File: config.mk
export PLATFORM = sky130hd
export DESIGN_NAME = apb_ram_arbiter_flat
export DESIGN_NICKNAME = d
export VERILOG_FILES = /design/src/rtl/apb_ram_arbiter_if.sv /design/src/rtl/apb_ram_arbiter.sv /design/src/flat_wrapper.sv
export SDC_FILE = /design/constraint.sdc
export NUM_CORES = 1
export LEC_CHECK = 0
export ABC_CLOCK_PERIOD_IN_PS = 3000
export BUFFER_PORTS_ARGS = -buffer_cell sky130_fd_sc_hd__buf_2
export CAP_MARGIN = 10
export CORE_ASPECT_RATIO = 1.5
export CORE_UTILIZATION = 41
export DETAILED_ROUTE_END_ITERATION = 16
export PLACE_DENSITY = 0.79
export SYNTH_ARGS = -nofsm -noshare
export SYNTH_HDL_FRONTEND = slang
export SYNTH_SLANG_ARGS = --single-unit
export TNS_END_PERCENT = 1
File: constraint.sdc
create_clock -name pclk -period 3 [get_ports pclk]
set_input_delay 0.6 -clock pclk [delete_from_list [all_inputs] [get_ports pclk]]
set_output_delay 0.6 -clock pclk [all_outputs]
set_load 0.005 [all_outputs]
File: src/rtl/apb_ram_arbiter_if.sv
// APB master/slave signal bundle between apb_ram_arbiter and the apb_ram slave.
interface apb_ram_arbiter_if;
  logic        psel;
  logic        penable;
  logic        pwrite;
  logic [31:0] paddr;
  logic [31:0] pwdata;
  logic [31:0] prdata;
  logic        pready;
  logic        pslverr;

  modport master (output psel, penable, pwrite, paddr, pwdata,
                  input  prdata, pready, pslverr);
  modport slave  (input  psel, penable, pwrite, paddr, pwdata,
                  output prdata, pready, pslverr);
endinterface

File: src/rtl/apb_ram_arbiter.sv
// Two-requester round-robin arbiter sequencing single-word APB transfers to apb_ram.
// Optional ACCESS-phase timeout is built when APB_ARB_TIMEOUT_EN is defined.
module apb_ram_arbiter #(
  parameter int TIMEOUT_CYCLES = 16
) (
  input  logic        pclk,
  input  logic        presetn,
  input  logic        req0_valid,
  input  logic        req0_write,
  input  logic [31:0] req0_addr,
  input  logic [31:0] req0_wdata,
  output logic        req0_ready,
  input  logic        req1_valid,
  input  logic        req1_write,
  input  logic [31:0] req1_addr,
  input  logic [31:0] req1_wdata,
  output logic        req1_ready,
  output logic        resp0_valid,
  output logic [31:0] resp0_rdata,
  output logic        resp0_err,
  output logic        resp1_valid,
  output logic [31:0] resp1_rdata,
  output logic        resp1_err,
  apb_ram_arbiter_if.master apb
);

  typedef enum logic [1:0] {IDLE, SETUP, ACCESS, RESP} state_t;

  if (TIMEOUT_CYCLES < 1) begin : g_bad_timeout
    $error("TIMEOUT_CYCLES must be at least 1");
  end

  state_t      state_q, state_d;
  logic        gnt_q, gnt_d;
  logic        last_q, last_d;
  logic        psel_q, psel_d, penable_q, penable_d, pwrite_q, pwrite_d;
  logic [31:0] paddr_q, paddr_d, pwdata_q, pwdata_d;
  logic        ready0_q, ready0_d, ready1_q, ready1_d;
  logic        rv0_q, rv0_d, rv1_q, rv1_d;
  logic [31:0] rdata0_q, rdata0_d, rdata1_q, rdata1_d;
  logic        err0_q, err0_d, err1_q, err1_d;
  logic        sel0;
  logic        done;
  logic [31:0] fin_rdata;
  logic        fin_err;

`ifdef APB_ARB_TIMEOUT_EN
  localparam int CW = $clog2(TIMEOUT_CYCLES + 1);
  logic [CW-1:0] cnt_q, cnt_d;
`endif

  always_ff @(posedge pclk or negedge presetn) begin
    if (!presetn) begin
      state_q   <= IDLE;
      gnt_q     <= 1'b0;
      last_q    <= 1'b1;
      psel_q    <= 1'b0;
      penable_q <= 1'b0;
      pwrite_q  <= 1'b0;
      paddr_q   <= '0;
      pwdata_q  <= '0;
      ready0_q  <= 1'b0;
      ready1_q  <= 1'b0;
      rv0_q     <= 1'b0;
      rv1_q     <= 1'b0;
      rdata0_q  <= '0;
      rdata1_q  <= '0;
      err0_q    <= 1'b0;
      err1_q    <= 1'b0;
`ifdef APB_ARB_TIMEOUT_EN
      cnt_q     <= '0;
`endif
    end else begin
      state_q   <= state_d;
      gnt_q     <= gnt_d;
      last_q    <= last_d;
      psel_q    <= psel_d;
      penable_q <= penable_d;
      pwrite_q  <= pwrite_d;
      paddr_q   <= paddr_d;
      pwdata_q  <= pwdata_d;
      ready0_q  <= ready0_d;
      ready1_q  <= ready1_d;
      rv0_q     <= rv0_d;
      rv1_q     <= rv1_d;
      rdata0_q  <= rdata0_d;
      rdata1_q  <= rdata1_d;
      err0_q    <= err0_d;
      err1_q    <= err1_d;
`ifdef APB_ARB_TIMEOUT_EN
      cnt_q     <= cnt_d;
`endif
    end
  end

  // requester 0 wins when alone, or when contested and requester 1 was served last
  assign sel0 = req0_valid && (!req1_valid || last_q);

  always_comb begin
    state_d   = state_q;
    gnt_d     = gnt_q;
    last_d    = last_q;
    psel_d    = psel_q;
    penable_d = penable_q;
    pwrite_d  = pwrite_q;
    paddr_d   = paddr_q;
    pwdata_d  = pwdata_q;
    ready0_d  = 1'b0;
    ready1_d  = 1'b0;
    rv0_d     = 1'b0;
    rv1_d     = 1'b0;
    rdata0_d  = rdata0_q;
    rdata1_d  = rdata1_q;
    err0_d    = err0_q;
    err1_d    = err1_q;
    done      = 1'b0;
    fin_rdata = '0;
    fin_err   = 1'b0;
`ifdef APB_ARB_TIMEOUT_EN
    cnt_d     = cnt_q;
`endif
    case (state_q)
      IDLE: begin
        psel_d    = 1'b0;
        penable_d = 1'b0;
        if (req0_valid || req1_valid) begin
          gnt_d    = !sel0;
          pwrite_d = sel0 ? req0_write : req1_write;
          paddr_d  = sel0 ? req0_addr  : req1_addr;
          pwdata_d = sel0 ? req0_wdata : req1_wdata;
          ready0_d = sel0;
          ready1_d = !sel0;
          psel_d   = 1'b1;
          state_d  = SETUP;
        end
      end
      SETUP: begin
        penable_d = 1'b1;
        state_d   = ACCESS;
`ifdef APB_ARB_TIMEOUT_EN
        cnt_d     = '0;
`endif
      end
      ACCESS: begin
        if (apb.pready) begin
          done      = 1'b1;
          fin_rdata = pwrite_q ? 32'h0 : apb.prdata;
          fin_err   = apb.pslverr;
        end
`ifdef APB_ARB_TIMEOUT_EN
        else if (cnt_q == CW'(TIMEOUT_CYCLES - 1)) begin
          done    = 1'b1;
          fin_err = 1'b1;
        end else begin
          cnt_d = cnt_q + 1'b1;
        end
`endif
      end
      RESP: begin
        psel_d  = 1'b0;
        state_d = IDLE;
      end
      default: state_d = IDLE;
    endcase

    if (done) begin
      psel_d    = 1'b0;
      penable_d = 1'b0;
      last_d    = gnt_q;
      state_d   = RESP;
      if (gnt_q) begin
        rv1_d    = 1'b1;
        rdata1_d = fin_rdata;
        err1_d   = fin_err;
      end else begin
        rv0_d    = 1'b1;
        rdata0_d = fin_rdata;
        err0_d   = fin_err;
      end
    end
  end

  assign req0_ready  = ready0_q;
  assign req1_ready  = ready1_q;
  assign resp0_valid = rv0_q;
  assign resp1_valid = rv1_q;
  assign resp0_rdata = rdata0_q;
  assign resp1_rdata = rdata1_q;
  assign resp0_err   = err0_q;
  assign resp1_err   = err1_q;
  assign apb.psel    = psel_q;
  assign apb.penable = penable_q;
  assign apb.pwrite  = pwrite_q;
  assign apb.paddr   = paddr_q;
  assign apb.pwdata  = pwdata_q;

endmodule
File: src/flat_wrapper.sv
// flat-port wrapper written by rule: the top's interface ports become plain ports
module apb_ram_arbiter_flat 
#(
  parameter int TIMEOUT_CYCLES = 16
)
  (pclk, presetn, req0_valid, req0_write, req0_addr, req0_wdata, req0_ready, req1_valid, req1_write, req1_addr, req1_wdata, req1_ready, resp0_valid, resp0_rdata, resp0_err, resp1_valid, resp1_rdata, resp1_err, apb_psel, apb_penable, apb_pwrite, apb_paddr, apb_pwdata, apb_prdata, apb_pready, apb_pslverr);
  apb_ram_arbiter_if apb_i ();
  input  logic pclk;
  input  logic presetn;
  input  logic req0_valid;
  input  logic req0_write;
  input  logic [31:0] req0_addr;
  input  logic [31:0] req0_wdata;
  output logic req0_ready;
  input  logic req1_valid;
  input  logic req1_write;
  input  logic [31:0] req1_addr;
  input  logic [31:0] req1_wdata;
  output logic req1_ready;
  output logic resp0_valid;
  output logic [31:0] resp0_rdata;
  output logic resp0_err;
  output logic resp1_valid;
  output logic [31:0] resp1_rdata;
  output logic resp1_err;
  output wire logic [$bits(apb_i.psel)-1:0] apb_psel;
  output wire logic [$bits(apb_i.penable)-1:0] apb_penable;
  output wire logic [$bits(apb_i.pwrite)-1:0] apb_pwrite;
  output wire logic [$bits(apb_i.paddr)-1:0] apb_paddr;
  output wire logic [$bits(apb_i.pwdata)-1:0] apb_pwdata;
  input wire logic [$bits(apb_i.prdata)-1:0] apb_prdata;
  input wire logic [$bits(apb_i.pready)-1:0] apb_pready;
  input wire logic [$bits(apb_i.pslverr)-1:0] apb_pslverr;
  assign apb_psel = apb_i.psel;
  assign apb_penable = apb_i.penable;
  assign apb_pwrite = apb_i.pwrite;
  assign apb_paddr = apb_i.paddr;
  assign apb_pwdata = apb_i.pwdata;
  assign apb_i.prdata = apb_prdata;
  assign apb_i.pready = apb_pready;
  assign apb_i.pslverr = apb_pslverr;
  apb_ram_arbiter #(.TIMEOUT_CYCLES(TIMEOUT_CYCLES)) u_core (.pclk(pclk), .presetn(presetn), .req0_valid(req0_valid), .req0_write(req0_write), .req0_addr(req0_addr), .req0_wdata(req0_wdata), .req0_ready(req0_ready), .req1_valid(req1_valid), .req1_write(req1_write), .req1_addr(req1_addr), .req1_wdata(req1_wdata), .req1_ready(req1_ready), .resp0_valid(resp0_valid), .resp0_rdata(resp0_rdata), .resp0_err(resp0_err), .resp1_valid(resp1_valid), .resp1_rdata(resp1_rdata), .resp1_err(resp1_err), .apb(apb_i));
endmodule
* Word-level counts from Yosys, hierarchy flattened
Cells that the tools add are included.
** Word-level totals
- Register bits :: 141
- Bits in latches :: 0
- Input port bits :: 168
- Memories kept :: 0
- Bits in read-only memories :: 0
- Word-level logic and storage cells :: 60
- RAM bits :: 0
** Cells by class
- $add $sub $neg :: 0
- Mux-type cells :: 26
- $lt $le $gt $ge :: 0
- Eq/ne operators :: 4
- Multipliers :: 0
- Divide/modulo/power cells :: 0
- Bitwise gates (word level) :: 1
- Reduce and logical (&&, ||, !) cells :: 13
- Shift-type cells :: 0
** Operators with widths (number)
- two-way mux 32 bit :: 5
- two-way mux 1 bit :: 16
- AND reduction 2 bit :: 4
- case mux 2 bit (3 select lines) :: 1
- nonzero test 3 bit :: 2
- == test 2 bit (second input constant) :: 2
- two-way mux 2 bit :: 2
- case mux 1 bit (2 select lines) :: 2
- nonzero test 4 bit :: 1
- != test 3 x 1 -> 1 bit (second input constant) :: 1
- == test 2 x 1 -> 1 bit (second input constant) :: 1
- logical NOT 1 bit :: 2
- logical NOT 2 bit :: 1
- logical OR 1 bit :: 2
- logical AND 1 bit :: 1
- inverter 1 bit :: 1

* Logic depth before layout (Yosys ltp)
Gate-level depths: netlist of run 1.
- Depth after elaboration :: 6
- Gate-level depth with buffers :: 7

* Least setup slack after synthesis of run 1
Ideal clock, no wire load.
- Path type :: input port to flip-flop
- Start :: input req0_valid
- End :: register u_core.paddr_q[13], in the netlist u_core.apb.paddr[13]
- Setup slack :: 1.324 ns
- Library setup time :: 0.129 ns
- Stages :: 7
- Path buffers :: 4
- Arrival :: 1.547 ns
- Path through :: buf_2 -> or2_0 -> clkbuf_1 -> buf_2 -> buf_2 -> a21oi_1 -> a31oi_1
** On the way
- Word-level cells in the longest chain between the ends :: 2
- Elaborated cells on any way between the ends :: 4
- Classes of those cells :: mux: 1; reduce/logical: 3
** RTL lines
- start: declaration :: RTL line flat_wrapper.sv:10 : input logic req0_valid;
- logical AND 1 bit or logical OR 1 bit (tied branches) :: RTL line apb_ram_arbiter.sv:97, apb_ram_arbiter.sv:126
- two-way mux 32 bit or AND reduction 2 bit (tied branches)
- end signal: assignment :: RTL line apb_ram_arbiter.sv:80 : paddr_q <= paddr_d;
- end: declaration :: RTL line apb_ram_arbiter.sv:37 : logic [31:0] paddr_q, paddr_d, pwdata_q, pwdata_d;
Several ways; a longest one is shown, not always the timed one.
A chain may end at the register's enable or synchronous reset.

* Final worst setup path of run 1
- Start :: register u_core.state_q[1]
- End :: register u_core.rdata1_q[14], in the netlist u_core.resp1_rdata[14]
** On the way
- Word-level cells in the longest chain between the ends :: 3
- Elaborated cells on any way between the ends :: 4
- Classes of those cells :: eq/ne: 1; mux: 2; reduce/logical: 1
** RTL lines
- start: declaration :: RTL line apb_ram_arbiter.sv:33 : state_t state_q, state_d;
- start signal: assignment :: RTL line apb_ram_arbiter.sv:74 : state_q <= state_d;
- == test 2 bit * :: RTL line apb_ram_arbiter.sv:122 : case (state_q)
- two-way mux 1 bit :: RTL line apb_ram_arbiter.sv:122
- AND reduction 2 bit (no source line)
- end signal: assignment :: RTL line apb_ram_arbiter.sv:87 : rdata1_q <= rdata1_d;
- end: declaration :: RTL line apb_ram_arbiter.sv:40 : logic [31:0] rdata0_q, rdata0_d, rdata1_q, rdata1_d;
Mark *: on every way between the ends. The rest lies on a longest branch, timed or not.

==> results of run 1 <==
[registers in the layout, summed over array words and instances, names as in the netlist]
signal / cells
u_core.apb.pwrite: 1
u_core.apb.psel: 1
u_core.state_q: 2
u_core.resp0_rdata: 32
u_core.resp1_valid: 1
u_core.req1_ready: 1
u_core.gnt_q: 1
u_core.apb.paddr: 32
u_core.apb.pwdata: 32
u_core.resp1_rdata: 32
u_core.apb.penable: 1
u_core.resp0_valid: 1
u_core.req0_ready: 1
u_core.last_q: 1
u_core.resp1_err: 1
u_core.resp0_err: 1
[per-layer routing]
layer | global-route usage (%) | vias to the layer above | routed length (um)
met3 | 6.284 | 36 | 1353
met1 | 28.04 | 2915 | 7360
met5 | 0 | - | 13
li1 | - | 2889 | -
met4 | 8.503 | 2 | 429
met2 | 41.99 | 288 | 9438
[cell usage after synthesis]
| master | number | area, um^2 |
|---|---|---|
| nor2b_1 | 2 | 12.51 |
| nor2_1 | 2 | 7.510 |
| a21oi_1 | 68 | 340.3 |
| inv_2 | 1 | 3.750 |
| mux2_2 | 3 | 33.78 |
| nand4b_1 | 1 | 8.760 |
| nand2b_1 | 33 | 206.5 |
| inv_1 | 4 | 15.01 |
| buf_6 | 6 | 67.56 |
| buf_1 | 1 | 3.750 |
| dfstp_2 | 1 | 26.28 |
| or2_0 | 1 | 6.260 |
| nand3b_1 | 1 | 7.510 |
| a31oi_1 | 65 | 406.6 |
| buf_4 | 1 | 7.510 |
| clkbuf_1 | 41 | 153.9 |
| o21ai_1 | 3 | 15.01 |
| nand4bb_1 | 1 | 11.26 |
| nor3b_1 | 1 | 7.510 |
| nand3_1 | 65 | 325.3 |
| dfrtp_1 | 140 | 3503 |
| buf_2 | 20 | 100.1 |
| nand2_1 | 70 | 262.8 |
| and2_4 | 1 | 8.760 |
| o21ai_0 | 127 | 635.6 |
| xor2_1 | 1 | 8.760 |
[logic make-up (layout without fill, tap and decap cells)]
kind of cell | count (synthesis) | count (layout) | synth area share [%]
AO/OA/AOI/OAI | 263 | 263 | 22.59
AND/OR/NAND/NOR | 178 | 178 | 13.98
multiplexers | 3 | 3 | 0.5461
XOR/XNOR | 1 | 1 | 0.1416
buffers and inverters | 74 | 356 | 5.684
flip-flops | 141 | 141 | 57.06
[worst max path at each step]
| stage | slack [ps] | cells after the start | to |
|---|---|---|---|
| 6_report | 1040 | 4 | u_core.resp1_rdata[14] |
| 5_1_grt | 840 | 4 | u_core.resp1_rdata[7] |
| 4_1_cts | 1040 | 3 | u_core.resp1_rdata[14] |
| 3_5_place_dp | 910 | 5 | u_core.resp1_rdata[6] |
| 3_3_place_gp | 940 | 5 | u_core.resp1_rdata[7] |
| 2_1_floorplan | 1320 | 7 | u_core.apb.paddr[13] |
[critical path, stage by stage (launching register included)]
cell	delay [ps]
dfrtp_1	550
nand4b_1	670
buf_12	430
nand2_1	80
o21ai_0	80
[per-stage QoR]
step                      instances  power (W)  util (%)  cell area (um^2)
after floorplan                 660   0.004895         -              6186
after global placement         1106   0.006195     53.11              7786
after detailed placement       1106   0.006316     53.11              7786
after CTS                      1138   0.008515     57.26              8396
after global routing           1138   0.009069     57.26              8396
final                          1138   0.008426     57.26              8396
[power by group]
group	internal [W]	switching [W]	leakage (nW)	total, W
registers	0.00276	0.000483	1.72	0.00324
logic	0.00131	0.00170	2.06	0.00301
clock network	0.00128	0.000888	0.294	0.00217
[layout make-up]
type	instances	area (um^2)	area share (%)
clock buffer	18	439.2	5.231
clock inverter	14	170.2	2.027
inverter	5	18.77	0.2235
multi-input combinational	445	2327	27.72
sequential	141	3530	42.04
tap	196	245.2	2.921
timing repair buffer	319	1665	19.84
==> results.ini, run 1 <==
[critical_path]
crit_required_ps = 3270
worst-path-max-fanout = 50
r2r_slack_ps = 1040
r2r-start = u_core.state_q[1]
crit_arrival_ps = 2230
worstSetupStartpoint = u_core.state_q[1]
end_kind = register
start_kind = register
timing.rr.end = u_core.resp1_rdata[14]
worstRegToRegCells = 4
critPathKind = reg -> reg

[final_layout]
syn_to_final_growth_pct = 35.72
final_cell_mix = buf_2 (303), dfrtp_1 (140), o21ai_0 (127), nand2_1 (70), a21oi_1 (68)
nFillCells = 1321
final_common_cell = buf_2
drive_gt1_share_pct = 38.43
nNetsFinal = 1097
diodes = 0

[route]
drt_drc_violations_left = 0
wl_per_cell_um = 16.34
routed_wl_um = 18590
drtPass1Iterations = 4
vias = 6130
vias_per_cell = 5.387
ant_nets = 0
drt_iter0_drc = 316

[clocking]
cts-root-buf = clkbuf_16
post-cts-setup-buffers = 0
htree_levels = 4
cts_buffer_depth = 2
cts-resized-gates = 0
numCtsBuffers = 17
holdBufCountCts = 0
cts.sinks = 141
cts_tree = yes
clock_latency_ps = 410
path_clk_slew_ps = 70

[floorplan]
ios = 305
die_x_um = 102.3
die_area_um2 = 15590
row_count = 54
die_h_um = 152.4
initial_core_util_pct = 42.19
coreArea_um2 = 14660

[timing]
slew_viol_final = 0
finalSetupTns_ps = 0
tightest_slew_ps = 743.8
setup_viol = 0
fin_crit_ps = 1962
min_period_over_period_pct = 65.41
fmax_mhz = 509.6
fin_skew_ps = 9.284
rsz0062_at_grt = no
whs_ps = 143.6
hold_violations = 0
slew_headroom_pct = 50.15
finalWorstSetupSlack_ps = 1038

[placed_design]
dp_hpwl_um = 12940
port_buffers = 304
gp_congestion = 0.8728
preCtsSetupSlack_ps = 908.7

[worst_hold_path]
hp-class = in -> async

[logic_synthesis]
ys_seq_area_share_pct = 57.06
ys_ff_latch = 141
syn-instance-count = 660
synth_cell_types = 26
yosys_warnings = 0
netlist_area_um2 = 6186
syn_area_per_cell_um2 = 9.373
syn_nets = 828

[power_and_ir_drop]
pwr_density_cell_nw_per_um2 = 1004
p_leak_nw = 4.074
peakVddDrop_uv = 429.6

[flow_run]
maxCapViolCount = 0

[global_route]
grt_use_total_pct = 24.11
grt_pass1_vias = 5868
grt_pass1_wl_um = 29480
antenna_found_initial = 1
overflow = 0
grt_max_degree = 67

[outcome]
status = completed

Power figures use the tool's default switching activity.
==> run 2: changes to the inputs <==
ABC_CLOCK_PERIOD_IN_PS = 1880   (was 3000)
clock period = 1.88 ns   (was 3 ns; I/O delays follow)
==> run 2 against run 1 <==
Combinational power grew 63%. Sequential power is 61% higher. Power increased by 59%. First-iteration DRC count fell by 12%.
==> results.ini, run 2 (synthesis results as in run 1) <==
[outcome]
status = completed

[critical_path]
critPathSlowestCell = dfrtp_1
worstRegToRegCells = 3  ; -1
end_kind = output port
crit_family = flip-flops
start_kind = register
critPathKind = reg -> out
r2r-start = u_core.state_q[0]
path_buf_inv = 1  ; unchanged
r2r_slack_ps = 310  ; -730 ps
crit_required_ps = 1500  ; -1770 ps
worstSetupStartpoint = u_core.apb.pwrite
crit_cells = 1  ; -3
cp_cell_sequence = buf_2
slowest_delay_ps = 630  ; -40 ps
worst-path-max-fanout = 14  ; -72%
crit_arrival_ps = 1250  ; -980 ps
timing.rr.end = u_core.resp1_rdata[13]
crit_end = apb_pwrite

[power_and_ir_drop]
peakVddDrop_uv = 570.7  ; +33%
p_switching_w = 0.004915  ; +60%
p_leak_nw = 4.100  ; +0.64%
pwr-share-clk_pct = 24.4  ; -1.4 points
switching_share_pct = 36.71  ; +0.21 points
pwr-share-seq_pct = 38.9  ; +0.4 points
pwr_density_cell_nw_per_um2 = 1581  ; +58%
p_comb_share_pct = 36.6  ; +0.8 points
p_int_w = 0.008474  ; +58%

[route]
wl_per_cell_um = 16.33  ; about the same
vias_per_cell = 5.365  ; -0.40%
ant_nets = 0  ; unchanged
vias = 6132  ; +0.033%
drtPass1Iterations = 5  ; +1
drt_drc_violations_left = 0  ; unchanged
drt_iter0_drc = 277  ; -12%
routed_wl_um = 18660  ; +0.35%

[timing]
finalSetupTns_ps = 0  ; unchanged
hold_violations = 0  ; unchanged
fmax_mhz = 616.2
slew_viol_final = 0  ; unchanged
finalWorstSetupSlack_ps = 257.2  ; -780.4 ps
tightest_slew_ps = 477.4  ; -266.5 ps
setup_viol = 0  ; unchanged
slew_headroom_pct = 68.18  ; +18 points
min_period_over_period_pct = 86.32
rsz0062_at_grt = no
fin_crit_ps = 1623
fin_skew_ps = 11.46  ; +2.178 ps

[floorplan]
die_h_um = 152.4  ; unchanged
die_x_um = 102.3  ; unchanged
coreArea_um2 = 14660  ; unchanged
row_count = 54  ; unchanged
die_area_um2 = 15590  ; unchanged
ios = 305  ; unchanged
initial_core_util_pct = 42.19  ; unchanged

[clocking]
path_clk_slew_ps = 60  ; about the same
htree_levels = 4  ; unchanged
cts_buffer_depth = 2  ; unchanged
numCtsBuffers = 17  ; unchanged
clock_latency_ps = 410  ; about the same
cts-root-buf = clkbuf_16
cts.sinks = 141  ; unchanged
cts_tree = yes
post-cts-setup-buffers = 0  ; unchanged

[final_layout]
nNetsFinal = 1103  ; +0.55%
final_common_cell = buf_2
drive_gt1_share_pct = 38.65  ; +0.22 points
diodes = 0  ; unchanged
syn_to_final_growth_pct = 36.89
final_cell_mix = buf_2 (303), dfrtp_1 (140), o21ai_0 (127), nand2_1 (70), a21oi_1 (68)
nFillCells = 1344  ; +1.7%

[global_route]
grt_pass1_vias = 5974  ; +1.8%
grt_pass1_wl_um = 29810  ; +1.1%
grt_use_total_pct = 24.49  ; +0.37 points
overflow = 0  ; unchanged
grt_max_degree = 67  ; unchanged
antenna_found_initial = 0  ; -1

[placed_design]
port_buffers = 304  ; unchanged
preCtsSetupSlack_ps = 221.2  ; -687.5 ps
gp_congestion = 0.8400  ; -3.8%
dp_hpwl_um = 12880  ; -0.46%

[flow_run]
maxCapViolCount = 0  ; unchanged

[worst_hold_path]
hp-class = in -> reg

[run 2: per-stage QoR]
stage	hold slack (ps)	util, %	instance area (um^2)	instances	total power [W]
after CTS	191.4	57.76	8468	1143	0.01353
after global routing	195.5	57.76	8468	1143	0.01436
after floorplan	80.41	-	6186	660	0.007811
after detailed placement	280.7	53.79	7886	1111	0.01021
after global placement	279.3	53.79	7886	1111	0.01002
final	219.4	57.76	8468	1143	0.01339
[run 2: area by class of cell]
cell class	instances	area, um^2	share of cell area, %
Inverter	5	18.77	0.2216
Tap cell	196	245.2	2.896
Clock inverter	14	146.4	1.729
Clock buffer	17	425.4	5.024
Multi-Input combinational cell	445	2327	27.48
Timing Repair Buffer	325	1775	20.97
Sequential cell	141	3530	41.68
[run 2: worst min path at each step]
stage / slack (ps) / start / to / cells after the start
final: 220 / apb_pslverr / u_core.resp0_err / 2
after global routing: 200 / apb_pslverr / u_core.resp0_err / 2
after CTS: 190 / apb_pslverr / u_core.resp0_err / 2
after detailed placement: 280 / presetn / u_core.resp0_rdata[22] / 1
after global placement: 280 / presetn / u_core.resp0_rdata[22] / 1
after floorplan: 80 / presetn / u_core.apb.paddr[0] / 0
[run 2: layer usage]
| metal | vias up | part of all wire (%) | track usage (%) |
|---|---|---|---|
| met5 | - | 0 | 0 |
| met4 | 0 | 2.6 | 9.456 |
| met1 | 2884 | 39 | 29.40 |
| met3 | 43 | 7.0 | 4.725 |
| li1 | 2896 | - | - |
| met2 | 309 | 51 | 42.44 |
[run 2: power by group through the flow]
| stage | clock [W] | combinational (W) | sequential, W |
|---|---|---|---|
| 3_3_place_gp | 0 | 0.00483 | 0.00520 |
| 4_1_cts | 0.00335 | 0.00496 | 0.00521 |
| 3_5_place_dp | 0 | 0.00497 | 0.00524 |
| 2_1_floorplan | 0 | 0.00258 | 0.00523 |
| 6_report | 0.00327 | 0.00491 | 0.00521 |
| 5_1_grt | 0.00348 | 0.00551 | 0.00538 |
[run 2: what timing repair did]
action                                  in CTS  in global routing
hold buffers                                 1                  0
endpoints found under the setup margin       0                  0
resized for setup                            0                  0
endpoints found under the hold margin       28                  0
